--- src/rtl/expr_vec_sequencer_pkg.sv ---
// ---------------------------------------------------------------------------
// expr_seq_pkg
// Shared definitions for the expression-datapath stimulus sequencer.
// Contents:
//   OPND_W / Y_W / CNT_W / SETTLE_W : bus and counter widths
//   LFSR60_TAPS                    : feedback mask of the operand generator
//   MISR90_POLY                    : feedback polynomial of the signature MISR
//   state_e                        : sequencer FSM states
//   A*_LSB / B*_LSB                : field offsets of a0..b5 inside opnd
//   lfsr60Step()                   : one step of the operand generator
// ---------------------------------------------------------------------------
package expr_seq_pkg;

    localparam int OPND_W   = 60;
    localparam int Y_W      = 90;
    localparam int CNT_W    = 16;
    localparam int SETTLE_W = 8;

    // The x^60+x^59+1 mask 60'h8000000000000001 keeps only bit 0 at 60-bit
    // width, so the step reduces to a left rotation.  A rotation of a
    // nonzero value can never become zero.
    localparam logic [OPND_W-1:0] LFSR60_TAPS = 60'h000_0000_0000_0001;

    // x^90 + x^89 + x^88 + x^87 + 1
    localparam logic [Y_W-1:0] MISR90_POLY = (Y_W'(1) << 89) | (Y_W'(1) << 88)
                                           | (Y_W'(1) << 87) | Y_W'(1);

    typedef enum logic [2:0] {
        IDLE,
        LOAD,
        DRIVE,
        CAPTURE,
        DONE_HOLD
    } state_e;

    // Operand bus layout {a0,a1,a2,a3,a4,a5,b0,b1,b2,b3,b4,b5}, MSB = a0[3]
    localparam int A0_LSB = 56;  // 4 bits
    localparam int A1_LSB = 51;  // 5 bits
    localparam int A2_LSB = 45;  // 6 bits
    localparam int A3_LSB = 41;  // 4 bits
    localparam int A4_LSB = 36;  // 5 bits
    localparam int A5_LSB = 30;  // 6 bits
    localparam int B0_LSB = 26;  // 4 bits
    localparam int B1_LSB = 21;  // 5 bits
    localparam int B2_LSB = 15;  // 6 bits
    localparam int B3_LSB = 11;  // 4 bits
    localparam int B4_LSB = 6;   // 5 bits
    localparam int B5_LSB = 0;   // 6 bits

    function automatic logic [OPND_W-1:0] lfsr60Step(input logic [OPND_W-1:0] s);
        return {s[OPND_W-2:0], 1'b0} ^ (s[OPND_W-1] ? LFSR60_TAPS : '0);
    endfunction

endpackage

--- src/rtl/expr_vec_sequencer_if.sv ---
// ---------------------------------------------------------------------------
// expr_vec_sequencer_if
// Control, operand and result signals between a run controller, the
// sequencer and the expression datapath under test.
//   start/num_vec/seed : run request (sampled only while the sequencer idles)
//   opnd / y_in        : operand vector out, datapath result back
//   busy/done/vec_cnt  : run progress
//   signature/sig_valid: MISR result and its finality flag
// Modports:
//   master : run controller / datapath side
//   slave  : the sequencer
// ---------------------------------------------------------------------------
interface expr_vec_sequencer_if;
    import expr_seq_pkg::*;

    logic              start;
    logic [CNT_W-1:0]  num_vec;
    logic [OPND_W-1:0] seed;
    logic [OPND_W-1:0] opnd;
    logic [Y_W-1:0]    y_in;
    logic              busy;
    logic              done;
    logic [CNT_W-1:0]  vec_cnt;
    logic [Y_W-1:0]    signature;
    logic              sig_valid;

    modport master (
        output start, num_vec, seed, y_in,
        input  opnd, busy, done, vec_cnt, signature, sig_valid
    );

    modport slave (
        input  start, num_vec, seed, y_in,
        output opnd, busy, done, vec_cnt, signature, sig_valid
    );

endinterface

--- src/rtl/expr_vec_sequencer_misr.sv ---
// ---------------------------------------------------------------------------
// expr_misr
// Multiple-input signature register of configurable width and polynomial.
// Ports:
//   clk, reset : clock, synchronous active-high reset (clears to zero)
//   clr_i      : synchronous clear, has priority over en_i
//   en_i       : fold data_i into the signature this cycle
//   data_i     : parallel input word
//   sig_o      : current signature
// ---------------------------------------------------------------------------
module expr_misr #(
    parameter int               WIDTH = 90,
    parameter logic [WIDTH-1:0] POLY  = {{(WIDTH-1){1'b0}}, 1'b1}
) (
    input  logic             clk,
    input  logic             reset,
    input  logic             clr_i,
    input  logic             en_i,
    input  logic [WIDTH-1:0] data_i,
    output logic [WIDTH-1:0] sig_o
);

    logic [WIDTH-1:0] sig_q;
    logic [WIDTH-1:0] sig_d;

    // Shift left, reduce by the polynomial when the MSB falls out, then
    // fold the new input word in.
    always_comb begin
        sig_d = sig_q;
        if (clr_i) begin
            sig_d = '0;
        end else if (en_i) begin
            sig_d = {sig_q[WIDTH-2:0], 1'b0} ^ (sig_q[WIDTH-1] ? POLY : '0) ^ data_i;
        end
    end

    always_ff @(posedge clk) begin
        if (reset) begin
            sig_q <= '0;
        end else begin
            sig_q <= sig_d;
        end
    end

    assign sig_o = sig_q;

endmodule

--- src/rtl/expr_vec_sequencer.sv ---
// ---------------------------------------------------------------------------
// expr_vec_sequencer
// Drives pseudo-random operand vectors into a combinational expression
// datapath, holds each for SETTLE cycles, and compresses every result into
// a 90-bit MISR signature.  One signature per run is reported with
// busy/done/sig_valid.
// Ports:
//   clk   : rising-edge clock
//   reset : synchronous active-high reset, aborts any run without done
//   bus   : expr_vec_sequencer_if.slave (start/num_vec/seed/y_in in,
//           opnd/busy/done/vec_cnt/signature/sig_valid out)
// Parameters:
//   SETTLE : cycles each vector is held before capture, 1..255
// ---------------------------------------------------------------------------
module expr_vec_sequencer
    import expr_seq_pkg::*;
#(
    parameter int SETTLE = 1
) (
    input  logic                 clk,
    input  logic                 reset,
    expr_vec_sequencer_if.slave  bus
);

    localparam logic [SETTLE_W-1:0] SETTLE_LAST = SETTLE_W'(SETTLE - 1);

    state_e              state_q,    state_d;
    logic [OPND_W-1:0]   lfsr_q,     lfsr_d;
    logic [OPND_W-1:0]   opnd_q,     opnd_d;
    logic [OPND_W-1:0]   seed_q,     seed_d;
    logic [CNT_W-1:0]    numVec_q,   numVec_d;
    logic [CNT_W-1:0]    vecCnt_q,   vecCnt_d;
    logic [SETTLE_W-1:0] settle_q,   settle_d;
    logic                done_q,     done_d;
    logic                sigValid_q, sigValid_d;

    logic                misrClr;
    logic                misrEn;
    logic [CNT_W-1:0]    cntInc;
    logic [OPND_W-1:0]   lfsrNext;

    assign cntInc   = vecCnt_q + CNT_W'(1);
    assign lfsrNext = lfsr60Step(lfsr_q);

    // Next-state and datapath control.  opnd only follows the generator
    // when a new vector is about to be driven, so it keeps the last vector
    // once the run has finished.
    always_comb begin
        state_d    = state_q;
        lfsr_d     = lfsr_q;
        opnd_d     = opnd_q;
        seed_d     = seed_q;
        numVec_d   = numVec_q;
        vecCnt_d   = vecCnt_q;
        settle_d   = settle_q;
        done_d     = 1'b0;
        sigValid_d = sigValid_q;
        misrClr    = 1'b0;
        misrEn     = 1'b0;

        case (state_q)
            IDLE, DONE_HOLD: begin
                if (bus.start) begin
                    if (bus.num_vec != '0) begin
                        numVec_d   = bus.num_vec;
                        seed_d     = bus.seed;
                        sigValid_d = 1'b0;
                        state_d    = LOAD;
                    end else begin
                        // Empty run: report an all-zero signature at once
                        done_d     = 1'b1;
                        sigValid_d = 1'b1;
                        vecCnt_d   = '0;
                        misrClr    = 1'b1;
                        state_d    = DONE_HOLD;
                    end
                end
            end

            LOAD: begin
                // A zero seed would lock the generator, so substitute 1
                lfsr_d   = (seed_q == '0) ? OPND_W'(1) : seed_q;
                opnd_d   = (seed_q == '0) ? OPND_W'(1) : seed_q;
                vecCnt_d = '0;
                settle_d = '0;
                misrClr  = 1'b1;
                state_d  = DRIVE;
            end

            DRIVE: begin
                if (settle_q == SETTLE_LAST) begin
                    settle_d = '0;
                    state_d  = CAPTURE;
                end else begin
                    settle_d = settle_q + SETTLE_W'(1);
                end
            end

            CAPTURE: begin
                misrEn   = 1'b1;
                vecCnt_d = cntInc;
                lfsr_d   = lfsrNext;
                if (cntInc == numVec_q) begin
                    done_d     = 1'b1;
                    sigValid_d = 1'b1;
                    state_d    = DONE_HOLD;
                end else begin
                    opnd_d  = lfsrNext;
                    state_d = DRIVE;
                end
            end

            default: begin
                state_d = IDLE;
            end
        endcase
    end

    // State and control registers
    always_ff @(posedge clk) begin
        if (reset) begin
            state_q    <= IDLE;
            lfsr_q     <= '0;
            opnd_q     <= '0;
            seed_q     <= '0;
            numVec_q   <= '0;
            vecCnt_q   <= '0;
            settle_q   <= '0;
            done_q     <= 1'b0;
            sigValid_q <= 1'b0;
        end else begin
            state_q    <= state_d;
            lfsr_q     <= lfsr_d;
            opnd_q     <= opnd_d;
            seed_q     <= seed_d;
            numVec_q   <= numVec_d;
            vecCnt_q   <= vecCnt_d;
            settle_q   <= settle_d;
            done_q     <= done_d;
            sigValid_q <= sigValid_d;
        end
    end

    expr_misr #(
        .WIDTH (Y_W),
        .POLY  (MISR90_POLY)
    ) uMisr (
        .clk    (clk),
        .reset  (reset),
        .clr_i  (misrClr),
        .en_i   (misrEn),
        .data_i (bus.y_in),
        .sig_o  (bus.signature)
    );

    assign bus.opnd      = opnd_q;
    assign bus.busy      = (state_q == LOAD) || (state_q == DRIVE) || (state_q == CAPTURE);
    assign bus.done      = done_q;
    assign bus.vec_cnt   = vecCnt_q;
    assign bus.sig_valid = sigValid_q;

endmodule

--- src/flat_wrapper.sv ---
// flat-port wrapper written by rule: the top's interface ports become plain ports
module expr_vec_sequencer_flat import expr_seq_pkg::*;
#(
    parameter int SETTLE = 1
)
  (clk, reset, bus_start, bus_num_vec, bus_seed, bus_y_in, bus_opnd, bus_busy, bus_done, bus_vec_cnt, bus_signature, bus_sig_valid);
  expr_vec_sequencer_if bus_i ();
  input  logic clk;
  input  logic reset;
  input wire logic [$bits(bus_i.start)-1:0] bus_start;
  input wire logic [$bits(bus_i.num_vec)-1:0] bus_num_vec;
  input wire logic [$bits(bus_i.seed)-1:0] bus_seed;
  input wire logic [$bits(bus_i.y_in)-1:0] bus_y_in;
  output wire logic [$bits(bus_i.opnd)-1:0] bus_opnd;
  output wire logic [$bits(bus_i.busy)-1:0] bus_busy;
  output wire logic [$bits(bus_i.done)-1:0] bus_done;
  output wire logic [$bits(bus_i.vec_cnt)-1:0] bus_vec_cnt;
  output wire logic [$bits(bus_i.signature)-1:0] bus_signature;
  output wire logic [$bits(bus_i.sig_valid)-1:0] bus_sig_valid;
  assign bus_i.start = bus_start;
  assign bus_i.num_vec = bus_num_vec;
  assign bus_i.seed = bus_seed;
  assign bus_i.y_in = bus_y_in;
  assign bus_opnd = bus_i.opnd;
  assign bus_busy = bus_i.busy;
  assign bus_done = bus_i.done;
  assign bus_vec_cnt = bus_i.vec_cnt;
  assign bus_signature = bus_i.signature;
  assign bus_sig_valid = bus_i.sig_valid;
  expr_vec_sequencer #(.SETTLE(SETTLE)) u_core (.clk(clk), .reset(reset), .bus(bus_i));
endmodule
--- config.mk ---
export PLATFORM = sky130hd
export DESIGN_NAME = expr_vec_sequencer_flat
export DESIGN_NICKNAME = d
export VERILOG_FILES = /design/src/rtl/expr_vec_sequencer_pkg.sv /design/src/rtl/expr_vec_sequencer_if.sv /design/src/rtl/expr_vec_sequencer_misr.sv /design/src/rtl/expr_vec_sequencer.sv /design/src/flat_wrapper.sv
export SDC_FILE = /design/constraint.sdc
export NUM_CORES = 1
export LEC_CHECK = 0
export BUFFER_PORTS_ARGS = -buffer_cell sky130_fd_sc_hd__buf_2
export CORE_UTILIZATION = 54
export CTS_CLUSTER_SIZE = 28
export DETAILED_ROUTE_END_ITERATION = 8
export PLACE_DENSITY = 0.79
export SYNTH_ARGS = -nofsm -noshare
export SYNTH_HDL_FRONTEND = slang
export SYNTH_SLANG_ARGS = --single-unit
--- constraint.sdc ---
create_clock -name clk -period 3.6 [get_ports clk]
set_input_delay 0.18 -clock clk [delete_from_list [all_inputs] [get_ports clk]]
set_output_delay 0.18 -clock clk [all_outputs]
set_load 0.05 [all_outputs]
# After elaboration in Yosys (flattened, before gate mapping)
# Cells that the tools add are included.
# op_classes
bitwise_logic,3
n_mux,25
add_sub_neg,2
eq_ne,10
n_reduce_logical,17
# ops
op,count
one-hot mux 60 bit (2 select lines),2
bitwise XOR 90 bit,2
2-to-1 mux 60 bit,2
2-to-1 mux 90 bit,1
logical NOT 60 bit,1
bitwise XOR 60 bit,1
one-hot mux 16 bit (3 select lines),1
2-to-1 mux 16 bit,2
"adder 16 x 1 -> 16 bit, second input constant",1
== test 16 bit,1
one-hot mux 8 bit (2 select lines),1
nonzero test 16 bit,1
2-to-1 mux 3 bit,4
one-hot mux 3 bit (4 select lines),1
AND reduction 3 bit,3
"adder 8 x 1 -> 8 bit, second input constant",1
logical NOT 8 bit,1
2-to-1 mux 8 bit,1
2-to-1 mux 1 bit,7
"== test 3 x 2 -> 1 bit, second input constant",2
"inequality test 2 bit, second input constant",3
one-hot mux 1 bit (2 select lines),3
nonzero test 2 bit,3
"inequality test 2 x 1 -> 1 bit, second input constant",2
7 further kinds,10
# totals
ff_bits,315
inputBits,169
output_inout_bits,169
wordCells,67

# Longest topological paths before layout
# Gate-level depths: netlist (run 1).
# depth
word_depth,5
depth_mapped,10
depth_no_buf,8

# By module
# Synthesis (run 1) repeated with hierarchy kept, for this count alone.
# unflattened
hier_cells,1622
area_unflattened_um2,13870.8
# modules_own_cells
module,n_inst,seq_area_each_um2,area_each_um2,cells_per_inst
expr_vec_sequencer,1,4504.3,9979.6,1229
expr_misr,1,1801.7,3891.2,393

# Worst setup path before layout (run 1)
# No wires, ideal clock.
# synth_timing
kind,reg-to-reg
startpoint,reg u_core.vecCnt_q[0] (netlist: u_core.bus.vec_cnt[0])
endpoint,reg u_core.sigValid_q (netlist: u_core.bus.sig_valid)
arrival_time_ns,3.023
setup_time_ns,0.079
period_less_slack_ns,3.103
n_path_buf,0
slack_ns,0.497
stages_incl_launch_ff,9
required_time_ns,3.521
cell_sequence,dfxtp_1 ha_1 nand3_4 or3_1 a2111oi_2 nand4_1 or4_1 or2_4 a211oi_2
# synth_between
elab_chain_cells,4
# synth_lines
item,line,rtl
from (decl),expr_vec_sequencer.sv:32,"logic [CNT_W-1:0] vecCnt_q, vecCnt_d;"
from (signal assigned),expr_vec_sequencer.sv:137,vecCnt_q <= vecCnt_d;
adder 16 x 1 -> 16 bit,expr_vec_sequencer.sv:42,assign cntInc = vecCnt_q + CNT_W'(1);
== test 16 bit,expr_vec_sequencer.sv:103,if (cntInc == numVec_q) begin
inequality test 2 x 1 -> 1 bit (no line),-,
AND reduction 3 bit (no line),-,
to (signal assigned),expr_vec_sequencer.sv:140,sigValid_q <= sigValid_d;
to (decl),expr_vec_sequencer.sv:35,"logic sigValid_q, sigValid_d;"
# No other way between the ends.
# A chain may end at the register's enable or synchronous reset.

# Worst setup path after layout (run 1)
# layout_timing
startpoint,reg u_core.vecCnt_q[0] (netlist: u_core.bus.vec_cnt[0])
endpoint,reg u_core.opnd_q[32] (netlist: u_core.bus.opnd[32])
# layout_between
elab_chain_cells,4
# layout_lines
item,line,rtl
adder 16 x 1 -> 16 bit,expr_vec_sequencer.sv:42,
== test 16 bit,expr_vec_sequencer.sv:103,
inequality test 2 bit (no line),-,
AND reduction 2 bit (no line),-,
to (signal assigned),expr_vec_sequencer.sv:134,opnd_q <= opnd_d;
to (decl),expr_vec_sequencer.sv:29,"logic [OPND_W-1:0] opnd_q, opnd_d;"
# No other way between the ends.

==> results of run 1 <==
cells in the final DEF, fill, tap and decap left out, drive strengths merged, types with 3 or more instances in the layout:
cell / n
xor2: 9
dlygate4sd3: 149
or3: 65
diode: 4
dfxtp: 315
a21oi: 160
clkbuf: 50
nand2: 177
nor4: 23
nand4: 8
clkinv: 3
ha: 3
a22oi: 5
inv: 5
mux2i: 113
nand3: 12
nor3: 9
nand3b: 6
nor2: 191
xnor2: 105
nor2b: 5
a211oi: 148
nand2b: 6
o21ai: 79
buf: 351
and3: 5
final cells by class:
class | count | area, um^2 | area share (%)
antenna | 4 | 10.0 | 0.0546
clock buffer | 50 | 1030 | 5.63
clock inverter | 9 | 119 | 0.649
inverter | 3 | 11.3 | 0.0615
multi-input combinational | 1157 | 7050 | 38.5
sequential | 315 | 6310 | 34.4
tap | 330 | 413 | 2.25
timing repair buffer | 500 | 3380 | 18.4
cells by family after synthesis:
kind of cell | Yosys count | synth area share [%]
multiplexers | 113 | 8.15
adder cells (fa/ha/maj) | 3 | 0.270
flip-flops | 315 | 45.4
XOR/XNOR | 114 | 7.19
buffers and inverters | 141 | 4.07
AND/OR/NAND/NOR | 517 | 16.9
AO/OA/AOI/OAI | 410 | 18.0
worst max-delay path, stage by stage (launching register included):
cell and delay [ns]:
dfxtp_1 0.46, ha_1 0.35, nand3_4 0.14, or3_1 0.39
a2111oi_2 0.36, nand4_1 0.24, nor4_4 0.52, buf_4 0.36
o21ai_1 0.12, a21oi_1 0.21
synthesized netlist by cell type, types with 2 or more instances:
| library cell | instances | area, um^2 |
|---|---|---|
| nand2b_1 | 6 | 37.5 |
| or4_1 | 2 | 15.0 |
| xnor2_1 | 105 | 920 |
| and3_1 | 5 | 31.3 |
| buf_4 | 7 | 52.6 |
| nor4_2 | 3 | 37.5 |
| a21oi_1 | 160 | 801 |
| and2_1 | 2 | 12.5 |
| nor2_1 | 191 | 717 |
| nor3_1 | 9 | 45.0 |
| dfxtp_1 | 315 | 6310 |
| nand2_1 | 177 | 664 |
| xor2_1 | 9 | 78.8 |
| a211oi_1 | 147 | 1100 |
| o21ai_1 | 60 | 300 |
| inv_1 | 3 | 11.3 |
| a311oi_1 | 2 | 17.5 |
| mux2i_1 | 113 | 1130 |
| or3_1 | 65 | 407 |
| o21ai_0 | 19 | 95.1 |
| a31oi_1 | 2 | 12.5 |
| a22oi_1 | 5 | 37.5 |
| nand3b_1 | 6 | 45.0 |
| ha_1 | 3 | 37.5 |
| clkbuf_1 | 103 | 387 |
| nand3_1 | 11 | 55.1 |
| buf_1 | 20 | 75.1 |
| o41ai_1 | 2 | 17.5 |
| nand4_1 | 8 | 50.1 |
| buf_2 | 8 | 40.0 |
| nor4_1 | 20 | 125 |
| nor2b_1 | 5 | 31.3 |
stage by stage:
stage / area, um^2 / setup slack (ns) / hold slack, ns / std cells / util [%]
final: 18300 / 0.356 / 0.00531 / 2368 / 72.8
after global routing: 18300 / 0.157 / 0.00712 / 2367 / 72.8
after CTS: 18300 / 0.381 / 0.000381 / 2364 / 72.7
after detailed placement: 15700 / 0.403 / 0.425 / 2156 / 62.2
after global placement: 15700 / 0.516 / 0.421 / 2156 / 62.2
after floorplan: 13900 / 0.497 / 0.316 / 1613 / -
sequential cells by signal (all words and copies together), names as in the netlist:
name and cells:
u_core.bus.sig_valid 1, u_core.bus.opnd 60, u_core.seed_q 60, u_core.numVec_q 16, u_core.bus.vec_cnt 16, u_core.bus.done 1
u_core.state_q 3, u_core.settle_q 8, u_core.uMisr.sig_o 90, u_core.lfsr_q 60
power groups by stage:
| stage | Sequential, mW | Combinational (mW) | Clock [mW] |
|---|---|---|---|
| 3_3_place_gp | 4.15 | 2.00 | 0 |
| 5_1_grt | 4.15 | 2.41 | 3.78 |
| 4_1_cts | 4.10 | 2.19 | 3.63 |
| 2_1_floorplan | 4.42 | 1.24 | 0 |
| 3_5_place_dp | 4.17 | 2.04 | 0 |
| 6_report | 4.11 | 2.23 | 3.60 |
routing by layer:
layer	GRT usage, %	share of wire, %
met3	6.95	7.3
met4	12.7	3.9
met5	0	0.035
met2	54.8	49
met1	37.2	40
final timing paths:
kind / end / cells past startpoint / startpoint / slack [ns]
worst min register to register: u_core.numVec_q[10] / 2 / u_core.numVec_q[10] / 0.46
worst min-delay path: u_core.uMisr.sig_o[46] / 3 / bus_y_in[46] / 0.005
worst max register to register: u_core.bus.opnd[32] / 9 / u_core.bus.vec_cnt[0] / 0.36
worst max-delay path: u_core.bus.opnd[32] / 9 / u_core.bus.vec_cnt[0] / 0.36
==> results.json, run 1 <==
{
  "synth_edf_count": 0,
  "drc": 0,
  "fillers": 1778,
  "fmax_mhz": 308,
  "rsz0062_at_grt": "false",
  "clk_path_buf_depth": 3,
  "syn_area_per_cell_um2": 8.61,
  "io_buffers": 337,
  "grt_pass1_vias": 12948,
  "grtUsageTotal_pct": 31.4,
  "grt_pass1_wl_um": 67200,
  "worstSkewPairLatency_ns": 0.53,
  "cp.arrival_ns": 3.68,
  "die_area_um2": 26400,
  "die_w_um": 162,
  "core.rowCount": 58,
  "syn_inst": 1613,
  "setup_viol": 0,
  "p_sw_share_pct": 31.9,
  "wl_um": 42400,
  "synth-main-ff-cell": "dfxtp_1",
  "cts-root-buf": "clkbuf_16",
  "cts-htree-levels": 2,
  "cp.required_ns": 4.03,
  "finalMaxSlewViolations": 0,
  "initial_core_util_pct": 55.1,
  "comb_power_share_pct": 22.4,
  "grt_overflow": 0,
  "maxCapViolCount": 0,
  "async_flop_share_pct": 0,
  "syn_nets": 1785,
  "cts_sinks": 315,
  "status": "finished clean",
  "pwr-share-seq_pct": 41.4,
  "p_total_mw": 9.94,
  "synth.distinct_cells": 52,
  "gp_congestion": 0.868,
  "clk_pin_slew_worst_paths_ns": 0.06,
  "cts_buffers": 34,
  "hold_viol_final": 0,
  "yosysWarnings": 0,
  "die_h_um": 162,
  "cts_resized": 0,
  "hpwl_um": 24600,
  "clkPwrFrac_pct": 36.2,
  "hold_buffers": 149,
  "drtPass1Iterations": 5,
  "cts_tree": "built",
  "power.density_nw_per_um2": 543,
  "p_leak_nw": 6.90,
  "p_sw_mw": 3.18,
  "drtIter0Drc": 1230,
  "ant_nets": 0,
  "ys_ff_latch": 315,
  "finalCriticalPeriod_ns": 3.24,
  "antenna_found_initial": 4,
  "post_drt_wl_per_cell_um": 17.9,
  "peakVddDrop_uv": 491,
  "intPower_mw": 6.77,
  "slew_headroom_pct": 21.8,
  "path_class": "flip-flop to flip-flop",
  "ys_seq_area_share_pct": 45.4,
  "cts_setup_buffers": 0,
  "io_pins": 338,
  "critPathMaxFanout": 26,
  "vias": 13528,
  "post_drt_via_cell_ratio": 5.71,
  "fin_nets": 2183,
  "cp-end-kind": "flip-flop",
  "tightest_slew_ns": 1.17,
  "hold_path.class": "primary input to flip-flop",
  "layout-drive-gt1-share_pct": 20.6,
  "fin_worst_skew_ns": 0.0350,
  "netlist_area_um2": 13900,
  "setup_tns_ns": 0,
  "grt_max_degree": 145,
  "finalCritPeriodShare_pct": 90.1,
  "cp-start-kind": "flip-flop",
  "coreArea_um2": 25200,
  "area_growth_pct": 32.0
}
(Power assumes the default switching activity.)
==> run 2, diff against run 1 <==
- MAX_ROUTING_LAYER: not set -> met4
==> run 2 against run 1 <==
  * Power is 1.5% lower
  * Sequential cell count stayed put
  * Non-clock buffer count is 3 lower
  * First-iteration DRC count is 9.8% lower
==> results.json, run 2 (synthesis gave the netlist of run 1 again) <==
{
  "status": "finished clean",
  "ant_nets": 0,
  "final_cell_mix": "336 x buf_2, 314 x dfxtp_1, 191 x nor2_1, 177 x nand2_1, 160 x a21oi_1",
  "layout.cells.non_filler": 2366,
  "hpwl_um": 24400,
  "largest_reg_flops": 90,
  "wl_um": 41100,
  "cp.arrival_ns": 3.58,
  "cts-root-buf": "clkbuf_16",
  "fin_worst_skew_ns": 0.0314,
  "vias": 13342,
  "path_class": "flip-flop to flip-flop",
  "cts_sinks": 315,
  "p_leak_nw": 6.87,
  "initial_core_util_pct": 55.1,
  "post_drt_wl_per_cell_um": 17.4,
  "whs_ns": 0.00192,
  "cts_resized": 0,
  "cp-start-kind": "flip-flop",
  "crit_chain": "buf_4 -> and2_4 -> buf_12 -> nor2_1 -> a211oi_1",
  "dpl_worst_slack_ns": 0.428,
  "cts_buffers": 35,
  "maxCapViolCount": 0,
  "multi_input_area_um2": 7050,
  "fmax_mhz": 307,
  "regArea_um2": 6310,
  "die_h_um": 162,
  "hold_viol_final": 0,
  "critPathMaxFanout": 162,
  "slew_headroom_pct": 37.1,
  "layout-drive-gt1-share_pct": 20.5,
  "drtPass1Iterations": 7,
  "worst_slack_ns": 0.346,
  "crit_start": "u_core.state_q[1]",
  "cp.required_ns": 3.92,
  "fillers": 1790,
  "cp-end-kind": "flip-flop",
  "die_w_um": 162,
  "gp_congestion": 0.885,
  "drtIter0Drc": 1110,
  "finalCritPeriodShare_pct": 90.4,
  "power.density_nw_per_um2": 537,
  "cts-htree-levels": 2,
  "clk_path_buf_depth": 3,
  "core.rowCount": 58,
  "grt_pass1_vias": 12515,
  "fin_nets": 2181,
  "clk_pin_slew_worst_paths_ns": 0.06,
  "cts_setup_buffers": 0,
  "worstSkewPairLatency_ns": 0.52,
  "peakVddDrop_uv": 370,
  "final_util_pct": 72.4,
  "tightest_slew_ns": 0.941,
  "drc": 0,
  "io_pins": 338,
  "area_growth_pct": 31.4,
  "grt_overflow": 0,
  "grtUsageTotal_pct": 31.3,
  "hold_buffers": 147,
  "mostFrequentLayoutCell": "buf_2",
  "setup_viol": 0,
  "finalMaxSlewViolations": 0,
  "coreArea_um2": 25200,
  "worst_path_max_delay_cell": "a211oi_1",
  "die_area_um2": 26400,
  "dp_cells": 2155,
  "post_drt_via_cell_ratio": 5.64,
  "hold_path.class": "primary input to flip-flop",
  "io_buffers": 337,
  "cp_slowest_stage_delay_ns": 0.70,
  "cts_tree": "built",
  "min_from": "bus_y_in[71]",
  "grt_max_degree": 163,
  "grt_pass1_wl_um": 64900,
  "rsz0062_at_grt": "false",
  "r2r-start": "u_core.state_q[1]",
  "finalCriticalPeriod_ns": 3.25,
  "antenna_found_initial": 2,
  "setup_tns_ns": 0
}
==> run 2: cell count changes in the layout (fill, tap and decap cells not counted) <==
| cell | previous run | this run |
|---|---|---|
| clkbuf_8 | 10 | 7 |
| buf_12 | 7 | 5 |
| diode_2 | 4 | 2 |
| dlygate4sd3_1 | 149 | 147 |
| bufinv_16 | 2 | 1 |
| inv_16 | 1 | 0 |
| clkbuf_16 | 35 | 36 |
| clkbuf_1 | 5 | 11 |
| clkinv_8 | 0 | 1 |
| clkinv_2 | 3 | 4 |
| buf_4 | 7 | 8 |
| clkinvlp_4 | 2 | 1 |
==> run 2: critical path: cells and delay by family (launching register included) <==
| family | cells | cell delay [ns] |
|---|---|---|
| buffers and inverters | 2 | 1.10 |
| AO/OA/AOI/OAI | 1 | 0.70 |
| flip-flops | 1 | 0.64 |
| AND/OR/NAND/NOR | 2 | 0.40 |
==> run 2: where the power goes <==
part           switching [mW]  leakage [nW]  internal (mW)  total (mW)
Sequential              0.306          2.56           3.80        4.11
Clock                    1.40         0.548           2.06        3.47
Combinational            1.40          3.76          0.817        2.22
Total                    3.11          6.87           6.68        9.80
==> run 2: area by class of cell <==
class,instances,share of cell area (%)
clock buffer,54,5.70
multi-input combinational,1157,38.7
antenna,2,0.0274
timing repair buffer,497,18.2
inverter,3,0.0618
clock inverter,8,0.453
sequential,315,34.6
tap,330,2.26
==> run 2: metal layers <==
| layer | global-route usage (%) | vias up | part of all wire, % |
|---|---|---|---|
| met4 | 13.0 | 0 | 3.5 |
| met3 | 6.47 | 104 | 7.6 |
| met5 | - | - | 0 |
| li1 | - | 6482 | - |
| met1 | 36.7 | 6250 | 40 |
| met2 | 51.9 | 506 | 49 |
==> run 2: worst paths after layout <==
kind / to / slack [ns] / cells after the start
worst max-delay path: u_core.uMisr.sig_o[61] / 0.35 / 5
worst min-delay path: u_core.uMisr.sig_o[71] / 0.002 / 3
worst max register to register: u_core.uMisr.sig_o[61] / 0.35 / 5
worst min register to register: u_core.numVec_q[8] / 0.47 / 2
==> run 2: metrics by stage <==
stage / total power, mW / area (um^2)
5_1_grt: 10.2 / 18200
3_5_place_dp: 6.21 / 15600
2_1_floorplan: 5.66 / 13900
3_3_place_gp: 6.15 / 15600
4_1_cts: 9.79 / 18200
6_report: 9.80 / 18200
==> run 3, diff against run 2 <==
- CORE_UTILIZATION: 54 -> 58
- PLACE_DENSITY: 0.79 -> 0.84
- SYNTH_HIERARCHICAL: not set -> 1
- clock period: 3.6 -> 3.9 ns (I/O delays scaled with it)
==> run 3 against run 2 <==
  * Via count rose by 5.2%
  * Worst setup slack better by 0.028 ns
  * Hold slack gained 0.0045 ns
  * Cell count shrank 0.63%
  * Global-route usage is 5.8 points higher
  * Clock skew is 0.017 ns lower
  * Routed wire length is 11% higher
  * First-iteration DRC count grew 39%
==> results.json, run 3 <==
{
  "power.density_nw_per_um2": 542,
  "synth_top_family_by_area": "compound AO/OA/AOI/OAI gates",
  "cts_tree": "built",
  "io_pins": 338,
  "synth_xor_area_share_pct": 7.41,
  "die_w_um": 157,
  "setup_viol": 0,
  "drtPass1Iterations": 5,
  "clk_path_buf_depth": 3,
  "rr_endpoint": "u_core/bus.opnd[27]",
  "cp.arrival_ns": 3.87,
  "cts_sinks": 315,
  "finalMaxSlewViolations": 0,
  "gp_congestion": 0.872,
  "final_cell_mix": "336 x buf_2, 314 x dfxtp_1, 299 x nand2_1, 188 x nor2_1, 161 x a21oi_1",
  "synth_compound_area_share_pct": 20.3,
  "post_drt_via_cell_ratio": 5.97,
  "whs_ns": 0.00646,
  "yosys-mux-area-fraction_pct": 4.55,
  "hpwl_um": 25600,
  "grt_busiest_layer": "met2",
  "cts_buffers": 35,
  "grt_util_met3_pct": 9.75,
  "status": "finished clean",
  "p_leak_nw": 6.82,
  "layout.cells.non_filler": 2351,
  "slew_headroom_pct": 26.8,
  "area_growth_pct": 29.4,
  "pwr-share-seq_pct": 40.6,
  "ant_nets": 0,
  "synth.most_common_cell": "dfxtp_1",
  "synth.distinct_cells": 53,
  "cp-start-kind": "flip-flop",
  "netlist_area_um2": 13900,
  "yosysTopAreaCellShare_pct": 45.5,
  "hold_path_end": "u_core/uMisr/sig_o[6]",
  "met2_usage_pct": 60.2,
  "yosysWarnings": 6,
  "grtUsageTotal_pct": 37.1,
  "r2r-start": "u_core/bus.vec_cnt[0]",
  "path_class": "flip-flop to flip-flop",
  "largest_reg_flops": 90,
  "placement.cell_area_um2": 15400,
  "synth_common_cells": "315 x dfxtp_1, 300 x nand2_1, 188 x nor2_1, 161 x a21oi_1, 149 x a211oi_1",
  "grt_max_degree": 139,
  "hold_path.class": "primary input to flip-flop",
  "cp_top_family": "compound AO/OA/AOI/OAI gates",
  "crit_buf_inv": 1,
  "async_flop_share_pct": 0,
  "hold_path_depth": 3,
  "syn_area_per_cell_um2": 8.55,
  "syn_inst": 1622,
  "stdcell_area_um2": 17900,
  "netlist_top_cells_area": "dfxtp_1 45%, nand2_1 8.1%, a211oi_1 8.1%, xnor2_1 6.6%, a21oi_1 5.8%",
  "clk_pin_slew_worst_paths_ns": 0.06,
  "wl_um": 45500,
  "finalCritPeriodShare_pct": 90.4,
  "worstSkewPairLatency_ns": 0.51,
  "die_h_um": 157,
  "p_sw_mw": 3.42,
  "drtIter0Drc": 1544,
  "use_met1_pct": 41.6,
  "syn_nets": 1794,
  "drc": 0,
  "intPower_mw": 6.30,
  "mostFrequentLayoutCell": "buf_2",
  "r2r_cells": 9,
  "synthAdderAreaFrac_pct": 0.271,
  "fin_nets": 2180,
  "initial_core_util_pct": 59.1,
  "comb_power_share_pct": 26.4,
  "cts-htree-levels": 2,
  "peakVddDrop_uv": 376,
  "vias": 14037,
  "core.rowCount": 56,
  "cp_slowest_stage_delay_ns": 0.70,
  "post_drt_wl_per_cell_um": 19.3,
  "antenna_found_initial": 1,
  "cp.required_ns": 4.24,
  "synth-main-ff-cell": "dfxtp_1",
  "hold_viol_final": 0,
  "synth.largest_area_cell": "dfxtp_1",
  "rsz0062_at_grt": "false",
  "fin_worst_skew_ns": 0.0143,
  "crit_chain": "ha_1 -> nand3_1 -> or4b_2 -> o2111ai_1 -> o21ai_0 -> a2111o_2 -> buf_4 -> a21oi_1 -> a311oi_1",
  "dp_cells": 2152,
  "ys_seq_area_share_pct": 45.5,
  "tightest_slew_ns": 1.10,
  "coreArea_um2": 23500,
  "p_sw_share_pct": 35.2,
  "die_area_um2": 24500,
  "maxCapViolCount": 0,
  "cts-root-buf": "clkbuf_16",
  "clkPwrFrac_pct": 33.0,
  "fillers": 1500,
  "r2r_setup_slack_ns": 0.37,
  "setup_tns_ns": 0,
  "io_buffers": 337,
  "cts_setup_buffers": 0,
  "min_from": "bus_y_in[6]",
  "grt_overflow": 0,
  "grt_pass1_vias": 13240,
  "worst_path_max_delay_cell": "or4b_2",
  "finalCriticalPeriod_ns": 3.53,
  "synthSimpleGateAreaFrac_pct": 17.0,
  "ys_ff_latch": 315,
  "critPathMaxFanout": 60,
  "crit_start": "u_core/bus.vec_cnt[0]",
  "layout-drive-gt1-share_pct": 21.4,
  "grt_pass1_wl_um": 69800,
  "synth_edf_count": 0,
  "fmax_mhz": 284,
  "cp-end-kind": "flip-flop"
}
## run 3: changes by cell type in the layout (fill, tap and decap cells not counted), sizes merged, moves of 13 or more
| cell | previous run | this run |
|---|---|---|
| nand2 | 177 | 300 |
| mux2i | 113 | 63 |
| clkbuf | 54 | 41 |
| o21ai | 79 | 20 |
| a311oi | 2 | 64 |
| or3 | 65 | 1 |
## run 3: cell families after synthesis
| group | Yosys count |
|---|---|
| AND/OR/NAND/NOR | 571 |
| AO/OA/AOI/OAI | 411 |
| flip-flops | 315 |
| buffers and inverters | 145 |
| XOR/XNOR | 114 |
| multiplexers | 63 |
| adder cells (fa/ha/maj) | 3 |
## run 3: what timing repair did
item,4_1_cts,5_1_grt
endpoints found under the hold margin,138,0
resized for setup,0,0
hold buffers,138,0
## run 3: cell type report
cell class | count | area [um^2] | area share (%)
multi-input cells | 1162 | 6890 | 38.4
flip-flops and latches | 315 | 6310 | 35.2
repair buffers | 489 | 3200 | 17.9
clock buffers | 41 | 938 | 5.23
well taps | 319 | 399 | 2.22
clock inverters | 19 | 175 | 0.976
inverters | 5 | 26.3 | 0.146
diodes | 1 | 2.50 | 0.0139
## run 3: stage by stage
step	util [%]	total power [mW]	worst slack [ns]
2_1_floorplan	-	5.75	0.629
5_1_grt	76.4	10.1	0.264
4_1_cts	76.4	9.65	0.478
3_5_place_dp	65.8	6.34	0.505
6_report	76.4	9.72	0.373
3_3_place_gp	65.8	6.28	0.623
## run 3: worst min-delay path: stages
cell and delay, ns:
buf_2 0.09, xnor2_1 0.11, a211oi_1 0.08
## run 3: how the worst max path moves through the flow
stage               cells after the start                  end  slack (ns)
global route                            9  u_core/bus.opnd[27]        0.26
detailed placement                      9  u_core/bus.opnd[43]        0.51
global placement                        9  u_core/bus.opnd[46]        0.62
CTS                                     9  u_core/bus.opnd[55]        0.48
finish                                  9  u_core/bus.opnd[27]        0.37
floorplan                              10  u_core/bus.opnd[47]        0.63
## run 3: layer usage
layer | vias up | share of wire [%]
met4 | 0 | 5.5
met5 | - | 0
met1 | 6538 | 37
met2 | 804 | 48
li1 | 6489 | -
met3 | 206 | 9.6
## run 3: power groups by stage
stage / Sequential [mW] / Combinational [mW] / Clock (mW)
3_5_place_dp: 3.99 / 2.36 / 0
2_1_floorplan: 4.44 / 1.31 / 0
5_1_grt: 3.98 / 2.74 / 3.39
6_report: 3.95 / 2.57 / 3.20
4_1_cts: 3.93 / 2.49 / 3.24
3_3_place_gp: 3.98 / 2.30 / 0
